`src/rtl/my_interp_filter_gate_pkg.sv`:
```
// Shared types and helpers for the linear-interpolating upsampler.
// The accumulator is Q32.16: DATA_W integer bits over FRAC fractional bits.
package interp_pkg;

    localparam int FRAC   = 16;
    localparam int DATA_W = 32;
    localparam int ACC_W  = 48;

    typedef enum logic [1:0] {IDLE, PRIME, RUN, STARVE} interp_state_t;

    // Per-tick increment. The difference is taken at 33 bits so it cannot wrap.
    function automatic logic signed [ACC_W-1:0] calc_step(
        input logic signed [DATA_W-1:0] x_cur,
        input logic signed [DATA_W-1:0] s,
        input int unsigned              shamt
    );
        logic signed [DATA_W:0]  diff;
        logic signed [ACC_W-1:0] ext;
        diff = {s[DATA_W-1], s} - {x_cur[DATA_W-1], x_cur};
        ext  = {{(ACC_W-DATA_W-1){diff[DATA_W]}}, diff};
        return ext <<< shamt;
    endfunction

    function automatic logic signed [ACC_W-1:0] to_acc(input logic signed [DATA_W-1:0] s);
        return {s, {FRAC{1'b0}}};
    endfunction

endpackage

```
`src/rtl/my_interp_filter_gate.sv`:
```
// Linear-interpolating upsampler: ramps from the previous slow sample to the
// newest one over INTERP fast trigs, with one pending slot and a sticky overrun.
module my_interp_filter_gate
    import interp_pkg::*;
#(
    parameter int INTERP = 4,
    parameter int LOG2I  = $clog2(INTERP)
) (
    input  logic                     clk,
    input  logic                     rst,
    input  logic                     din_vld,
    input  logic signed [DATA_W-1:0] din,
    input  logic                     trig,
    output logic signed [DATA_W-1:0] dout,
    output logic                     dout_vld,
    output logic                     overrun,
    output logic [6:0]               monitor_phase
);

    localparam int          PH_W  = (LOG2I == 0) ? 1 : LOG2I;
    localparam int unsigned SHAMT = FRAC - LOG2I;
    localparam logic [PH_W-1:0] LAST_PH = PH_W'(INTERP - 1);

    interp_state_t            r_state,    w_state_nxt;
    logic signed [DATA_W-1:0] r_x_cur,    w_x_cur_nxt;
    logic signed [DATA_W-1:0] r_pend,     w_pend_nxt;
    logic                     r_pend_vld, w_pend_vld_nxt;
    logic signed [ACC_W-1:0]  r_step,     w_step_nxt;
    logic signed [ACC_W-1:0]  r_acc,      w_acc_nxt;
    logic [PH_W-1:0]          r_phase,    w_phase_nxt;
    logic signed [DATA_W-1:0] r_dout,     w_dout_nxt;
    logic                     r_dout_vld, w_dout_vld_nxt;
    logic                     r_overrun,  w_overrun_nxt;

    // A fresh sample wins over the pending slot when both could start a segment.
    logic signed [DATA_W-1:0] w_seg_sample;
    logic signed [ACC_W-1:0]  w_seg_step;
    logic signed [ACC_W-1:0]  w_ramp_run;
    logic signed [ACC_W-1:0]  w_ramp_new;
    logic                     w_seg_end;

    assign w_seg_sample = din_vld ? din : r_pend;
    assign w_seg_step   = calc_step(r_x_cur, w_seg_sample, SHAMT);
    assign w_ramp_run   = r_acc + r_step;
    assign w_ramp_new   = r_acc + w_seg_step;
    assign w_seg_end    = trig && (r_phase == LAST_PH);

    always_comb begin
        // NOTE: every next-value gets a default first so no latch is inferred.
        w_state_nxt    = r_state;
        w_x_cur_nxt    = r_x_cur;
        w_pend_nxt     = r_pend;
        w_pend_vld_nxt = r_pend_vld;
        w_step_nxt     = r_step;
        w_acc_nxt      = r_acc;
        w_phase_nxt    = r_phase;
        w_dout_nxt     = r_dout;
        w_dout_vld_nxt = 1'b0;
        w_overrun_nxt  = r_overrun;

        case (r_state)
            IDLE: begin
                if (din_vld) begin
                    w_x_cur_nxt = din;
                    w_acc_nxt   = to_acc(din);
                    w_state_nxt = PRIME;
                end
            end

            PRIME, STARVE: begin
                w_dout_vld_nxt = trig;
                if (din_vld) begin
                    w_step_nxt  = w_seg_step;
                    w_x_cur_nxt = din;
                    w_phase_nxt = '0;
                    w_state_nxt = RUN;
                    if (trig) begin
                        if (INTERP == 1) begin
                            // A single-tick segment is already complete.
                            w_acc_nxt   = to_acc(din);
                            w_dout_nxt  = din;
                            w_state_nxt = STARVE;
                        end else begin
                            w_acc_nxt   = w_ramp_new;
                            w_dout_nxt  = w_ramp_new[ACC_W-1:FRAC];
                            w_phase_nxt = PH_W'(1);
                        end
                    end
                end else if (trig) begin
                    w_dout_nxt = r_x_cur;
                end
            end

            RUN: begin
                w_dout_vld_nxt = trig;
                if (w_seg_end) begin
                    // Snap to the exact target so rounding never accumulates.
                    w_acc_nxt   = to_acc(r_x_cur);
                    w_dout_nxt  = r_x_cur;
                    w_phase_nxt = '0;
                    if (din_vld || r_pend_vld) begin
                        w_step_nxt     = w_seg_step;
                        w_x_cur_nxt    = w_seg_sample;
                        w_pend_vld_nxt = 1'b0;
                        if (din_vld && r_pend_vld) begin
                            w_overrun_nxt = 1'b1;
                        end
                    end else begin
                        w_state_nxt = STARVE;
                    end
                end else begin
                    if (trig) begin
                        w_acc_nxt   = w_ramp_run;
                        w_dout_nxt  = w_ramp_run[ACC_W-1:FRAC];
                        w_phase_nxt = r_phase + PH_W'(1);
                    end
                    if (din_vld) begin
                        if (r_pend_vld) begin
                            w_overrun_nxt = 1'b1;
                        end
                        w_pend_nxt     = din;
                        w_pend_vld_nxt = 1'b1;
                    end
                end
            end

            default: w_state_nxt = IDLE;
        endcase
    end

    always_ff @(posedge clk) begin
        // NOTE: sequential state uses non-blocking assignments only.
        if (rst) begin
            r_state    <= IDLE;
            r_x_cur    <= '0;
            r_pend     <= '0;
            r_pend_vld <= 1'b0;
            r_step     <= '0;
            r_acc      <= '0;
            r_phase    <= '0;
            r_dout     <= '0;
            r_dout_vld <= 1'b0;
            r_overrun  <= 1'b0;
        end else begin
            r_state    <= w_state_nxt;
            r_x_cur    <= w_x_cur_nxt;
            r_pend     <= w_pend_nxt;
            r_pend_vld <= w_pend_vld_nxt;
            r_step     <= w_step_nxt;
            r_acc      <= w_acc_nxt;
            r_phase    <= w_phase_nxt;
            r_dout     <= w_dout_nxt;
            r_dout_vld <= w_dout_vld_nxt;
            r_overrun  <= w_overrun_nxt;
        end
    end

    assign dout          = r_dout;
    assign dout_vld      = r_dout_vld;
    assign overrun       = r_overrun;
    assign monitor_phase = 7'(r_phase);

endmodule
```
`config.mk`:
```
export PLATFORM = sky130hd
export DESIGN_NAME = my_interp_filter_gate
export DESIGN_NICKNAME = d
export VERILOG_FILES = /design/src/rtl/my_interp_filter_gate_pkg.sv /design/src/rtl/my_interp_filter_gate.sv
export SDC_FILE = /design/constraint.sdc
export NUM_CORES = 1
export LEC_CHECK = 0
export CORE_MARGIN = 10
export CORE_UTILIZATION = 43
export CTS_CLUSTER_DIAMETER = 60
export DETAILED_ROUTE_END_ITERATION = 12
export GPL_TIMING_DRIVEN = 0
export SLEW_MARGIN = 25
export SYNTH_ARGS = -nofsm -noshare
export SYNTH_HDL_FRONTEND = slang
export SYNTH_SLANG_ARGS = --single-unit
```
`constraint.sdc`:
```
create_clock -name clk -period 11.6 [get_ports clk]
set_clock_uncertainty 0.05 [all_clocks]
set_input_delay 2.32 -clock clk [delete_from_list [all_inputs] [get_ports clk]]
set_output_delay 2.32 -clock clk [all_outputs]
set_load 0.005 [all_outputs]
```
==> metrics.md <==
| Metric | Value |
|---|---|
| Global-route wire length before repair | 83900 um |
| Xor-xnor portion of the synthesized cell area | about 5.8% |
| Part of the power in registers | between 20% and 30% |
| Seq/Total Area, Yosys | 25.9% |
| CP Capture Type | register |
| DP Wirelength | 47100 um |
| Final count of hold timing violations | 0 |
| Share of cells above drive strength 1 | 3.39% |
| Pre-CTS WS | ~1800 ps |
| Port bufs | 70 |
| Vias in the first global route | 12700 |
| Pin count of the biggest net entering global routing | 17 |
| Row Count | 63 |
| Cts hold-fix bufs | 0 |
| Adder-cell share of the synthesized area | roughly a tenth |
| WHS Path Cells | 2 |
| Netlist cell types | 81 |
| Clock Pin Slew Worst Setup and Hold Paths | 70 ps |
| Slew Viols, Final | 0 |
| Pleak | 6.09 nW |
| Total chip power | 2.47 mW |
| Initial DRC count | approximately 1400 |
| CP Launch Type | input port |
| FF+latch count, synth | 170 |
| Sw frac | 45.8% |
| TritonRoute pass-1 iters | 5 |
| Max incr delay on CP | between 900 and 1000 ps |
| Crit path DAT | 9870 ps |
| Placed cells | 2218 |
| Critical path peak fanout | 10 |
| Fraction of synthesized area in multiplexers | 4.13% |
| Hold Path Origin | r_x_cur[30] |
| Mean post-synth cell area | 7.49 sq um |
| Post-synth EDFFs | 0 |
| Int Pwr | 1.34 mW |
| Final #Nets | approximately 2000 |
| Status | finished clean |
| Via Count | 13800 |
| Worst Hold End | r_x_cur[30] |
| Initial Utilization | 44.0% |
| Clock Path Buffers | 2 |
| Worst setup margin | 2020 ps |
| Initial antenna violation count | 0 |
| Rel. slew slack | 22.5% |
| Worst reg2reg path depth | 22 |
| Share of total power in the clock network | 22.3% |
| Post-route ant nets | 0 |
| Flop-to-flop setup slack | 5460 ps |
| Maximum vdd drop | 0.122 mV |
| Vias per cell | 6.15 |
| Io pins | 77 |
| RSZ-0062 raised after global routing | no |
| Fmax | 104 MHz |
| Antenna Cells | 0 |
| Reg-to-Reg End | dout[31] |
| Max_cap viols | 0 |
| Comb pwr share | 49.6% |
| Final Core Density | 49.8% |
| Gr usage total | 29.3% |
| CTS tree | built |
| Synth Area in Simple Gates | between 15 and 20% |
| Die area | ~38000 sq um |
| Non-Filler Instances | 2248 |
| Remaining global-route overflow | 0 |
| Crit Reg-Reg Startpoint | r_pend[1] |
| CP required | 11900 ps |
| Switching Power | 1.13 mW |
| TNS Setup | 0 ps |
| Critical path type | in -> reg |
| PwrDens | 166 nW/um^2 |
| Count of final setup violators | 0 |
| Cells after Synth | 1754 |
| Core area | 29900 sq um |
| Synthesized area | approximately 13000 sq um |
| Die width | 195 um |
| Compound-Gate Fraction of Synth Area | 30.8% |
| Root Buffer | clkbuf_16 |
| Post-CTS sizing | 0 |
| Routed WL | just under 60000 um |
| Worst Tran Pin Value | about 1200 ps |
| Area grow syn2layout | 13.3% |
| Crit path from | din_vld |
| YS warnings | 0 |
| DRC violations left | 0 |
| Hold/Removal Path Class | reg -> reg |
| Die H | 195 um |
| Post-CTS Setup Inserts | 0 |
| Post-layout minimum cycle time | 9580 ps |
| CTS Buf Count | 17 |
| Fin crit share | 82.6% |
| Clock sink count | 170 |
| GPL Wtd Cong | around 1 |
| Post-synthesis async set-or-reset flop share | 0% |
| Clk_lat worst skew | 460 ps |
| Routed WL per cell | ~26 um |
| Largest family of logic cells by synthesized area | compound AO/OA/AOI/OAI gates |
| CP max stage cell | buf_1 |
| Main synth FF type | dfxtp_1 |
| H-tree lvl count | 4 |
how the worst max path moves through the flow:
stage	to	slack (ps)	cells past startpoint
detailed placement	dout[31]	1760	25
CTS	dout[31]	2210	25
global route	dout[31]	1820	25
finish	dout[31]	2020	25
floorplan	dout[31]	4170	24
global placement	dout[31]	1910	25
synth_stat cells (50+ instances only):
cell type / number / area share [%]
ha_1: 100 / 9.5
clkbuf_1: 95 / 2.7
mux2i_1: 52 / 4.0
dfxtp_1: 170 / 26
nand2_1: 209 / 6.0
o211ai_1: 50 / 2.9
a21oi_1: 185 / 7.0
a211oi_1: 99 / 5.7
inv_1: 93 / 2.7
o21ai_0: 79 / 3.0
nor2_1: 176 / 5.0
xnor2_1: 51 / 3.4
sequential cells by signal (all words and copies together) (netlist names):
| name | flops |
|---|---|
| dout | 32 |
| dout_vld | 1 |
| overrun | 1 |
| r_acc | 34 |
| r_pend | 32 |
| r_pend_vld | 1 |
| r_phase | 2 |
| r_state | 2 |
| r_step | 33 |
| r_x_cur | 32 |
power groups by stage:
stage / combinational [mW] / clock, mW / sequential (mW)
after floorplan: 0.801 / 0 / 0.681
after global placement: 1.17 / 0 / 0.702
after detailed placement: 1.17 / 0 / 0.703
after CTS: 1.18 / 0.557 / 0.690
after global routing: 1.31 / 0.579 / 0.697
final: 1.23 / 0.553 / 0.693
area by class of cell:
class / instances / area, sq um
well taps: 390 / 488
clock inverters: 11 / 90.1
fillers: 3044 / 15000
inverters: 94 / 353
clock buffers: 19 / 443
flip-flops and latches: 170 / 3400
multi-input cells: 1382 / 8970
plain buffers: 112 / 439
repair buffers: 70 / 701
per-layer routing:
metal,vias to the layer above,global-route usage (%),share of wire (%)
met5,-,0,0
met4,0,8.28,2.5
met3,65,8.04,11
met2,691,40.2,39
met1,6535,43.2,48
li1,6530,-,-
kinds of logic (layout without fill, tap and decap cells):
| kind of cell | after synthesis | in the layout |
|---|---|---|
| AND/OR/NAND/NOR | 528 | 528 |
| XOR/XNOR | 87 | 87 |
| flip-flops | 170 | 170 |
| buffers and inverters | 206 | 306 |
| AO/OA/AOI/OAI | 605 | 605 |
| multiplexers | 54 | 54 |
| other | 1 | 5 |
| adder cells (fa/ha/maj) | 103 | 103 |
metrics by stage:
stage,hold slack (ps),instance area (sq um)
after floorplan,382,13200
after global placement,390,14300
after detailed placement,396,14400
after CTS,405,14900
after global routing,429,14900
final,403,14900
critical path, delay by kind of cell:
family,cells,cell delay [ps]
xor+xnor,2,600
fa+ha+maj,2,690
simple gates,3,800
buf+inv,4,2080
mux,1,420
compound gates,13,2960
cell usage in the layout (no fill, tap or decap), types with 6 or more instances in the layout:
cell and instances:
a211oi_1 99, xor2_1 36, clkdlybuf4s50_1 70, a31o_2 8, o21ai_0 79, nand4_1 15, nor2b_1 12, ha_1 100
o211ai_1 50, a21o_1 49, a221oi_1 7, xnor2_1 51, dfxtp_1 170, buf_1 12, o21bai_1 12, o21a_1 13
nor3_1 39, and3_1 12, inv_1 93, nand2b_1 12, nand3_1 24, mux2i_1 52, o22ai_1 6, clkbuf_1 96
clkbuf_16 17, nor2_1 176, a31oi_1 20, a21oi_1 185, nand2_1 209
No activity file was read; power rests on OpenSTA's default activity.
